<file path="src/rtl/ext_pkg.sv">
// Shared definitions for the MIPS extension stage: operation codes,
// skid-buffer occupancy states and the byte-offset width helper.
package ext_pkg;

  typedef enum logic [2:0] {
    EXT_SEXT = 3'd0,
    EXT_ZEXT = 3'd1,
    EXT_LUI  = 3'd2,
    EXT_LB   = 3'd3,
    EXT_LBU  = 3'd4,
    EXT_LH   = 3'd5,
    EXT_LHU  = 3'd6,
    EXT_WORD = 3'd7
  } ext_mode_e;

  typedef enum logic [1:0] {
    EMPTY = 2'd0,
    ONE   = 2'd1,
    TWO   = 2'd2
  } occ_state_e;

  // Width of a byte offset within one DATA_W word.
  function automatic int off_w(input int data_w);
    return $clog2(data_w / 8);
  endfunction

endpackage

</file>
<file path="src/rtl/ext_lane_sel.sv">
// Combinational immediate/load-lane extraction and extension.
// Produces the final {err, data} so buffer entries hold finished results.
module ext_lane_sel
  import ext_pkg::*;
#(
  parameter int DATA_W     = 32,
  parameter int IMM_W      = 16,
  parameter int BIG_ENDIAN = 0,
  localparam int OFF_W     = off_w(DATA_W)
) (
  input  ext_mode_e         i_mode,
  input  logic [IMM_W-1:0]  i_imm,
  input  logic [DATA_W-1:0] i_word,
  input  logic [OFF_W-1:0]  i_offset,
  output logic              o_err,
  output logic [DATA_W-1:0] o_data
);

  localparam int NB = DATA_W / 8;
  localparam int NH = DATA_W / 16;

  logic [OFF_W-1:0] w_byte_idx;
  logic [OFF_W-2:0] w_half_idx;
  logic [7:0]       w_byte;
  logic [15:0]      w_half;

  // Big-endian mirrors the lane index so offset 0 addresses the top lane.
  always_comb begin
    if (BIG_ENDIAN != 0) begin
      w_byte_idx = OFF_W'(NB - 1) - i_offset;
      w_half_idx = (OFF_W-1)'(NH - 1) - i_offset[OFF_W-1:1];
    end else begin
      w_byte_idx = i_offset;
      w_half_idx = i_offset[OFF_W-1:1];
    end
  end

  assign w_byte = 8'(i_word >> {w_byte_idx, 3'b000});
  assign w_half = 16'(i_word >> {w_half_idx, 4'b0000});

  // NOTE: every output gets a default before the case so no latch is inferred.
  always_comb begin
    o_err  = 1'b0;
    o_data = '0;
    case (i_mode)
      EXT_SEXT: o_data = DATA_W'(signed'(i_imm));
      EXT_ZEXT: o_data = DATA_W'(i_imm);
      EXT_LUI:  o_data = DATA_W'(i_imm) << (DATA_W - IMM_W);
      EXT_LB:   o_data = {{(DATA_W-8){w_byte[7]}}, w_byte};
      EXT_LBU:  o_data = {{(DATA_W-8){1'b0}}, w_byte};
      EXT_LH, EXT_LHU: begin
        if (i_offset[0]) begin
          o_err = 1'b1;
        end else if (i_mode == EXT_LH) begin
          o_data = {{(DATA_W-16){w_half[15]}}, w_half};
        end else begin
          o_data = {{(DATA_W-16){1'b0}}, w_half};
        end
      end
      EXT_WORD: o_data = i_word;
      default:  o_data = '0;
    endcase
  end

endmodule

</file>
<file path="src/rtl/ext_unit.sv">
// Pipelined extension stage: lane extraction on the input side feeding a
// 2-entry (output + skid) buffer with registered in_ready.
module ext_unit
  import ext_pkg::*;
#(
  parameter int DATA_W     = 32,
  parameter int IMM_W      = 16,
  parameter int BIG_ENDIAN = 0,
  parameter int TAG_W      = 5,
  localparam int OFF_W     = off_w(DATA_W)
) (
  input  logic              clk,
  input  logic              rst_n,
  input  logic              flush,
  input  logic              in_valid,
  output logic              in_ready,
  input  logic [2:0]        in_mode,
  input  logic [IMM_W-1:0]  in_imm,
  input  logic [DATA_W-1:0] in_word,
  input  logic [OFF_W-1:0]  in_offset,
  input  logic [TAG_W-1:0]  in_tag,
  output logic              out_valid,
  input  logic              out_ready,
  output logic [DATA_W-1:0] out_data,
  output logic [TAG_W-1:0]  out_tag,
  output logic              out_err
);

  occ_state_e        r_state, w_next_state;
  logic              r_in_ready;
  logic [DATA_W-1:0] r_out_data, r_skid_data;
  logic [TAG_W-1:0]  r_out_tag, r_skid_tag;
  logic              r_out_err, r_skid_err;

  logic [DATA_W-1:0] w_sel_data;
  logic              w_sel_err;
  logic              w_in_xfer, w_out_xfer;
  logic              w_load_out_in, w_load_out_skid, w_load_skid;

  ext_lane_sel #(
    .DATA_W     (DATA_W),
    .IMM_W      (IMM_W),
    .BIG_ENDIAN (BIG_ENDIAN)
  ) u_lane_sel (
    .i_mode   (ext_mode_e'(in_mode)),
    .i_imm    (in_imm),
    .i_word   (in_word),
    .i_offset (in_offset),
    .o_err    (w_sel_err),
    .o_data   (w_sel_data)
  );

  assign w_in_xfer  = in_valid && r_in_ready;
  assign w_out_xfer = out_valid && out_ready;

  // NOTE: sequential state uses non-blocking assignments so every flop
  // samples pre-edge values regardless of process ordering.
  always_ff @(posedge clk or negedge rst_n) begin
    if (!rst_n) begin
      r_state    <= EMPTY;
      r_in_ready <= 1'b1;
    end else begin
      r_state    <= w_next_state;
      r_in_ready <= (w_next_state != TWO);
    end
  end

  always_comb begin
    w_next_state = r_state;
    case (r_state)
      EMPTY: if (w_in_xfer) w_next_state = ONE;
      ONE: begin
        if (w_in_xfer && !w_out_xfer)      w_next_state = TWO;
        else if (!w_in_xfer && w_out_xfer) w_next_state = EMPTY;
      end
      TWO:     if (w_out_xfer) w_next_state = ONE;
      default: w_next_state = EMPTY;
    endcase
    if (flush) w_next_state = EMPTY;
  end

  always_comb begin
    w_load_out_in   = 1'b0;
    w_load_out_skid = 1'b0;
    w_load_skid     = 1'b0;
    if (!flush) begin
      case (r_state)
        EMPTY: w_load_out_in = w_in_xfer;
        ONE: begin
          w_load_out_in = w_in_xfer && w_out_xfer;
          w_load_skid   = w_in_xfer && !w_out_xfer;
        end
        TWO:     w_load_out_skid = w_out_xfer;
        default: ;
      endcase
    end
  end

  // Datapath registers are reset too: outputs must read zero during reset.
  always_ff @(posedge clk or negedge rst_n) begin
    if (!rst_n) begin
      r_out_data  <= '0;
      r_out_tag   <= '0;
      r_out_err   <= 1'b0;
      r_skid_data <= '0;
      r_skid_tag  <= '0;
      r_skid_err  <= 1'b0;
    end else begin
      if (w_load_out_in) begin
        r_out_data <= w_sel_data;
        r_out_tag  <= in_tag;
        r_out_err  <= w_sel_err;
      end else if (w_load_out_skid) begin
        r_out_data <= r_skid_data;
        r_out_tag  <= r_skid_tag;
        r_out_err  <= r_skid_err;
      end
      if (w_load_skid) begin
        r_skid_data <= w_sel_data;
        r_skid_tag  <= in_tag;
        r_skid_err  <= w_sel_err;
      end
    end
  end

  assign in_ready  = r_in_ready;
  assign out_valid = (r_state != EMPTY);
  assign out_data  = r_out_data;
  assign out_tag   = r_out_tag;
  assign out_err   = r_out_err;

endmodule

</file>
<file path="config.mk">
export PLATFORM = sky130hd
export DESIGN_NAME = ext_unit
export DESIGN_NICKNAME = d
export VERILOG_FILES = /design/src/rtl/ext_pkg.sv /design/src/rtl/ext_lane_sel.sv /design/src/rtl/ext_unit.sv
export SDC_FILE = /design/constraint.sdc
export NUM_CORES = 1
export LEC_CHECK = 0
export BUFFER_PORTS_ARGS = -buffer_cell sky130_fd_sc_hd__clkbuf_2
export CORE_MARGIN = 1
export CORE_UTILIZATION = 49
export CTS_BUF_LIST = sky130_fd_sc_hd__clkbuf_16
export DETAILED_ROUTE_END_ITERATION = 6
export GPL_TIMING_DRIVEN = 0
export PLACE_DENSITY = 0.77
export RECOVER_POWER = 100
export SLEW_MARGIN = 5
export SYNTH_ARGS = -nofsm -noshare
export SYNTH_HDL_FRONTEND = slang
export SYNTH_SLANG_ARGS = --single-unit
</file>
<file path="constraint.sdc">
create_clock -name clk -period 1.6 [get_ports clk]
set_input_delay 0.24 -clock clk [delete_from_list [all_inputs] [get_ports clk]]
set_output_delay 0.24 -clock clk [all_outputs]
set_load 0.005 [all_outputs]
</file>
Word level (Yosys, flattened, before mapping)
Cells that the tools add are included.
{ "word_totals": {"in_bits": 63, "out_inout_bits": 40, "register_bits": 79} }
{ "classes": {"reduce_logical": 12, "n_shift": 2, "eq_ne": 10, "n_mux": 23} }
{ "op_table": {"columns": ["operator", "n"], "rows": [
  ["32-bit one-hot mux with 7 select lines", 1],
  ["32-bit 2-to-1 mux", 4],
  ["32-bit by 5-bit right shift with 16-bit output", 1],
  ["32-bit by 5-bit right shift with 8-bit output", 1],
  ["3-bit == test (second input constant)", 4],
  ["2-bit 2-to-1 mux", 5],
  ["5-bit 2-to-1 mux", 2],
  ["1-bit 2-to-1 mux", 9],
  ["3-bit by 2-bit == test with 1-bit output (second input constant)", 2],
  ["2-bit one-hot mux with 3 select lines", 1],
  ["1-bit logical AND", 5],
  ["2-bit nonzero test", 2],
  ["3-bit by 1-bit == test with 1-bit output (second input constant)", 1],
  ["3-bit zero test", 1],
  ["2-bit by 1-bit == test with 1-bit output (second input constant)", 1],
  ["2-bit == test (second input constant)", 1],
  ["1-bit zero test", 2],
  ["2-bit zero test", 1],
  ["2-bit inequality test (second input constant)", 1],
  ["1-bit one-hot mux with 2 select lines", 1],
  ["2-bit OR reduction", 1]
]} }

Logic depth before layout (Yosys ltp)
Gate-level depths: netlist of run 1.
{ "depth": {"ltp_word": 8, "ltp_mapped": 7} }

By module
From an unflattened synthesis of run 1, not the netlist that was laid out.
{ "hier_totals": {"hier_cells": 346, "hier_area_um2": 4509.3} }
{ "modules_own_cells": {"columns": ["mod", "area_each_um2", "seq_area_each_um2", "cells_per_inst", "instances"], "rows": [
  ["ext_unit", 3483.3, 1978.1, 223, 1],
  ["ext_lane_sel", 1026.0, 0.0, 123, 1]
]} }

Least setup slack after synthesis of run 1
Ideal clock, no wire load.
{ "synth_timing": {"kind": "reg-to-reg", "from": "register r_in_ready (netlist: in_ready)", "to": "register r_out_data[27] (netlist: out_data[27])", "arrival_time_ns": 1.453, "stages_incl_launch_ff": 6, "synth_period_minus_slack_ns": 1.586, "setup_ns": 0.134, "required_time_ns": 1.466, "n_path_buf": 1, "setup_slack_ns": 0.014, "cell_sequence": "dfstp_2 nand3b_4 or3_4 nor3_4 buf_6 a32oi_1"} }
{ "synth_between": {"elab_chain_len": 5, "word_cells_on_any_way": 6} }
{ "synth_rtl": {"columns": ["element", "line_no", "text"], "rows": [
  ["start, declared", "ext_unit.sv:30", "logic r_in_ready;"],
  ["start signal, assigned", "ext_unit.sv:64", "r_in_ready <= (w_next_state != TWO);"],
  ["1-bit logical AND (*)", "ext_unit.sv:53", "assign w_in_xfer = in_valid && r_in_ready;"],
  ["1-bit logical AND", "ext_unit.sv:90", "w_load_out_in = w_in_xfer && w_out_xfer;"],
  ["1-bit one-hot mux with 2 select lines (*)", "ext_unit.sv:87", "case (r_state)"],
  ["1-bit 2-to-1 mux (*)", "ext_unit.sv:86", "if (!flush) begin"],
  ["32-bit 2-to-1 mux / 2-bit nonzero test (equally long branches)", null, null],
  ["end signal, assigned", "ext_unit.sv:110", "r_out_data <= w_sel_data;"],
  ["end signal, assigned", "ext_unit.sv:114", "r_out_data <= r_skid_data;"],
  ["end, declared", "ext_unit.sv:31", "logic [DATA_W-1:0] r_out_data, r_skid_data;"]
]} }
Mark *: on every way between the ends. The rest lies on a longest branch, timed or not.
A chain may end at the register's enable or synchronous reset.

Worst setup path after layout of run 1
Same ends and word-level chain as after synthesis.

==> run summary, run 1 <==
Dpl cell area = 5010 µm²
Slowest stage cell, crit path = dfstp_2
Drt drc = 0
Final setup margin = -49.5 ps
Finished Layout Cells = 702
Rows = 34
Commonest cells after routing, fill and taps aside = nand2_1 (90), clkbuf_2 (83), dfrtp_1 (78)
Failing checks = setup timing
Die Wd = 96.2 µm
Post-Synthesis Cells = 458
Initial antenna violation count = 0
Fmax = 606 MHz
Final Skew = 5.56 ps
Fin. Hold Viols = 0
Max clock buf depth = 2
Wire length on met1 = 5770 µm
Layout Utilization = 66.0%
Post-Syn Nets = 521
Root buffer cell = clkbuf_16
WL/cell = 19.5 µm
Worst r2r src = in_ready
Placed cell count = 667
Tot GR Track Use = 29.4%
Min-delay worst type = primary input to flop
Overflow after GRT = 0
Crit path largest cell delay = 550 ps
Min-delay src = in_tag[1]
Crit-path leading delay family = simple AND/OR/NAND/NOR gates
Met3 Wirelength = 837 µm
Share of post-route cells with drive strength above 1 = 33.0%
Cts bufs inserted = 9
Design area = 5720 µm²
Reg power frac = 42.8%
Peak VDD IR = 660 µV
I/O pin cnt = 103
Seq/Total Area, Yosys = 45.5%
DR top layer = met4
Antenna Nets Post-Route = 0
Status = finished with violations
Reg2Reg Depth = 6
Number of global-route vias before repair = 3964
Crit path cell chain = nand3b_4 > or3_4 > nor3_4 > buf_12 > buf_8 > a32oi_1
Clock power share = 33.9%
Pre-CTS WS = -288 ps
Unrepaired setup endpoints after global routing = yes
Final GP Congestion = 0.937
Maxcap violations = 0
Ys async rst share = 100%
Hold_ws = 110 ps
Via count = 4255
Design Power = 6.52 mW
Synthesized flop and latch total = 79
1st-iter DRT viols = 314
Main flop type after synthesis = dfrtp_1
Die area = 9260 µm²
CP arrival = 1840 ps
# port buffers = 100
Pin count of the biggest net entering global routing = 45
Antenna Cells = 0
Hold Path Depth = 3
Switching Fraction = 29.5%
Post-layout min period = 1650 ps
Comb pwr share = 23.3%
Number of filler cells placed in the layout = 724
Area grow syn2layout = 31.5%
Internal Pwr Total = 4.60 mW
R2R Setup Slk = -50 ps
Cell variety after synth = 54
Slew HR = 39.8%
Clock sinks = 79
TritonCTS clock tree = done
Clock transition at path regs = 60 ps
CP endpoint kind = flop
CP bufs+invs = 2
Cell Pwr Density = 1140 nW/µm²
Worst setup path start = in_ready
Final Net Count = 652
Vias per inst = 6.06
Setup violations, final = 43
Final WL = 13700 µm
Drt first pass iters = 5
Mean Syn Cell Area = 9.50 µm²
Crit path max fanout = 5
Reg-to-Reg End = out_data[27]
Starting density of the core = 50.1%
Core area = 8680 µm²
Worst-skew pair later-pin latency = 330 ps
Metal2 WL = 6620 µm
Post-synth EDFFs = 0
Kind of critical path = flop to flop
Final Cycle Share = 103%
Setup_tns = -854 ps
Worst slew pin tran = 903 ps
Total net switching power = 1.93 mW
Most common cell after layout, fill and taps aside = nand2_1
H-tree Lvls = 3
Worst Hold Endpoint = r_skid_tag[1]
Synth Warn # = 0
Die Y = 96.2 µm
Synth Cell Area = 4350 µm²
Critical Path RT = 1790 ps
Static Leakage = 2.62 nW
Slew Viols, Final = 0
Crit start category = flop
First-pass GRT wire length = 20000 µm
Post-detail-place hpwl = 9700 µm
-- worst max path at each step --
stage / endpoint / slack [ps] / depth (start not counted)
finish: out_data[27] / -50 / 6
global route: out_tag[1] / -120 / 4
CTS: out_data[14] / -60 / 5
global placement: r_skid_tag[2] / -410 / 1
detailed placement: r_skid_data[10] / -290 / 4
floorplan: out_data[27] / 10 / 5
-- power by group through the flow --
stage	sequential, mW	combinational [mW]	clock [mW]
4_1_cts	2.79	1.44	2.22
3_5_place_dp	2.82	1.37	0
3_3_place_gp	2.79	1.32	0
6_report	2.79	1.52	2.21
5_1_grt	2.84	1.68	2.31
2_1_floorplan	2.78	0.800	0
-- cell usage after synthesis, types with 2 or more instances --
library cell / n / area, µm²
nand2_1: 90 / 338
dfrtp_1: 78 / 1950
nor2_1: 47 / 176
a21oi_1: 40 / 200
a32oi_1: 21 / 184
o2bb2ai_1: 17 / 149
nand2b_1: 16 / 100
a221oi_1: 13 / 114
a22oi_1: 13 / 97.6
mux2i_1: 13 / 130
clkbuf_1: 12 / 45.0
mux2_2: 12 / 135
buf_2: 10 / 50.1
buf_6: 8 / 90.1
nand3_1: 7 / 35.0
o21ai_0: 5 / 25.0
and3b_1: 4 / 35.0
buf_4: 4 / 30.0
nor3_1: 4 / 20.0
inv_1: 3 / 11.3
nor3b_1: 3 / 22.5
and2_1: 2 / 12.5
and3_1: 2 / 12.5
nor3_4: 2 / 32.5
o211ai_1: 2 / 15.0
or2_2: 2 / 12.5
-- layout make-up --
type | count | area, µm² | area share [%]
multi-input combinational | 342 | 2310 | 40.4
sequential | 79 | 1980 | 34.6
timing repair buffer | 121 | 699 | 12.2
buffer | 33 | 267 | 4.66
clock buffer | 9 | 225 | 3.93
tap | 108 | 135 | 2.36
clock inverter | 7 | 97.6 | 1.70
inverter | 3 | 11.3 | 0.197
-- flip-flops by register name, summed over array words and instances (netlist names) --
name / count
out_err: 1
out_data: 32
in_ready: 1
r_skid_tag: 5
r_state: 2
r_skid_data: 32
out_tag: 5
r_skid_err: 1
-- per-layer routing --
layer | up-vias | track usage, %
li1 | 1927 | -
met2 | 184 | 47.4
met4 | 0 | 13.6
met3 | 39 | 5.69
met1 | 2105 | 38.2
met5 | - | 0
-- cell families after synthesis --
family / Yosys count / share of synthesized area (%)
muxes: 27 / 6.96
AOI/OAI and AO/OA: 124 / 21.0
DFF: 79 / 45.5
and+or+nand+nor: 190 / 21.0
buffers and inverters: 37 / 5.20
xor gates and xnor gates: 1 / 0.374
-- repair_timing --
item | in CTS | in global routing
endpoints found under the setup margin | 76 | 76
cloned | 0 | 3
buffers inserted | 9 | 7
hold buffers | 1 | 0
gates resized for setup | 26 | 37
pin swaps | 8 | 15
endpoints found under the hold margin | 35 | 0
-- worst register-to-register path, delay by kind of cell, from the launching register on --
family,cells,cell delay (ps)
AO/OA/AOI/OAI,1,60
buffers and inverters,2,260
flip-flops,1,550
AND/OR/NAND/NOR,3,630
No activity file was read; power rests on OpenSTA's default activity.
==> run 2: changes to the inputs <==
Settings changed: MAX_ROUTING_LAYER set to met4.
==> run 2 against run 1 <==
  * The flow still finishes with violations (setup timing)
  * Final cell count fell by 0.71%
  * Clock power barely moved
  * Clock skew barely moved
  * Maximum frequency fell by 2.3%
  * Final area rose by 1.7%
  * Critical path depth fell by 1
  * Register-to-register slack got worse by 40 ps
  * Critical path type unchanged
==> run summary, run 2 (synthesis results as in run 1) <==
Clock sinks = 79
Fin. Hold Viols = 0
Area grow syn2layout = 33.8%
Worst r2r src = in_ready
Starting density of the core = 50.1%
Overflow after GRT = 0
Cell Pwr Density = 1130 nW/µm²
Antenna Cells = 0
Slew HR = 59.1%
Via count = 4177
Commonest cells after routing, fill and taps aside = nand2_1 (90), clkbuf_2 (83), dfrtp_1 (78)
1st-iter DRT viols = 244
Min-delay src = in_tag[0]
Cts bufs inserted = 9
Peak VDD IR = 766 µV
Maxcap violations = 0
Setup violations, final = 47
Most common cell after layout, fill and taps aside = nand2_1
Die Wd = 96.2 µm
Antenna Nets Post-Route = 0
Final Net Count = 647
Final GP Congestion = 0.980
Root buffer cell = clkbuf_16
Critical Path RT = 1790 ps
Rows = 34
Final setup margin = -88.7 ps
Post-detail-place hpwl = 9710 µm
CP arrival = 1880 ps
Vias per inst = 5.99
Post-layout min period = 1690 ps
Reg-to-Reg End = out_data[27]
Reg2Reg Depth = 5
CP endpoint kind = flop
Hold_ws = 112 ps
Worst-skew pair later-pin latency = 330 ps
Initial antenna violation count = 0
Number of global-route vias before repair = 3966
Footprint of the multi-input gates = 2380 µm²
First-pass GRT wire length = 20500 µm
Finished Layout Cells = 697
Placed cell count = 667
Share of post-route cells with drive strength above 1 = 35.1%
Dpl cell area = 5020 µm²
Drt drc = 0
Kind of critical path = flop to flop
R2R Setup Slk = -90 ps
WL/cell = 19.9 µm
Final WL = 13900 µm
Worst Hold Endpoint = r_skid_tag[0]
Status = finished with violations
Max clock buf depth = 2
Die area = 9260 µm²
Static Leakage = 2.65 nW
Clock transition at path regs = 60 ps
Die Y = 96.2 µm
Hold Path Depth = 3
Worst slew pin tran = 611 ps
Fmax = 592 MHz
Core area = 8680 µm²
Pin count of the biggest net entering global routing = 61
H-tree Lvls = 3
Unrepaired setup endpoints after global routing = yes
FF+latch area = 1980 µm²
Failing checks = setup timing
Tot GR Track Use = 31.1%
Final Skew = 5.10 ps
Final Cycle Share = 106%
Min-delay worst type = primary input to flop
Layout Utilization = 67.1%
I/O pin cnt = 103
Crit start category = flop
Drt first pass iters = 6
Crit path max fanout = 10
Slew Viols, Final = 0
Design area = 5820 µm²
# port buffers = 100
TritonCTS clock tree = done
Number of filler cells placed in the layout = 709
## run 2: cell types whose count changed in the layout (fill, tap and decap cells not counted), moves of 5 or more
cell and delta:
buf_4 -6, buf_12 +5, buf_8 -5, a21oi_1 -7, a22oi_2 +5, nand3_2 +5, nand3_1 -5, a22oi_1 -5
a21oi_2 +5
## run 2: repair_timing
action | 4_1_cts | 5_1_grt
setup buffers | 11 | 1
resized for setup | 35 | 47
gates cloned | 1 | 2
hold buffers | 1 | 0
hold endpoints to repair | 19 | 0
pin swaps | 21 | 10
endpoints found under the setup margin | 76 | 74
## run 2: cell type report
type	instances	share of cell area [%]
buffer	32	4.98
clock buffer	9	3.87
clock inverter	7	1.65
inverter	3	0.193
multi-input combinational	342	40.9
sequential	79	34.0
tap	108	2.32
timing repair buffer	117	12.2
## run 2: stage by stage
step / worst slack, ps / TNS, ps / total power, mW
3_5_place_dp: -344 / -11350 / 4.19
3_3_place_gp: -414 / -42140 / 4.12
6_report: -88.7 / -1770 / 6.60
5_1_grt: -110 / -3850 / 6.90
4_1_cts: -73.7 / -1490 / 6.49
2_1_floorplan: 13.6 / 0 / 3.58
## run 2: worst max-delay path by stage
stage / from / end / slack, ps / cells after the start
CTS: in_ready / out_data[27] / -70 / 5
detailed placement: in_mode[2] / out_data[12] / -340 / 6
finish: in_ready / out_data[27] / -90 / 5
global placement: rst_n / r_skid_tag[2] / -410 / 1
floorplan: in_ready / out_data[27] / 10 / 5
global route: in_ready / out_data[27] / -110 / 5
## run 2: metal layers
metal	global-route usage (%)	part of all wire [%]
met5	-	0
met1	40.4	42
met2	49.1	50
met4	13.1	2.8
met3	4.19	5.0
## run 2: power breakdown
group	switching, mW	total, mW	internal (mW)	leakage [nW]
Combinational	0.839	1.59	0.749	1.56
Sequential	0.295	2.81	2.51	0.941
Clock	0.837	2.21	1.37	0.150
Total	1.97	6.60	4.63	2.65
## run 2: critical path, cell delays in order (launching register included)
cell      delay, ps
dfstp_2         570
nand3b_4         80
or3_4           380
nor3_4          250
buf_6           200
a32oi_1          60
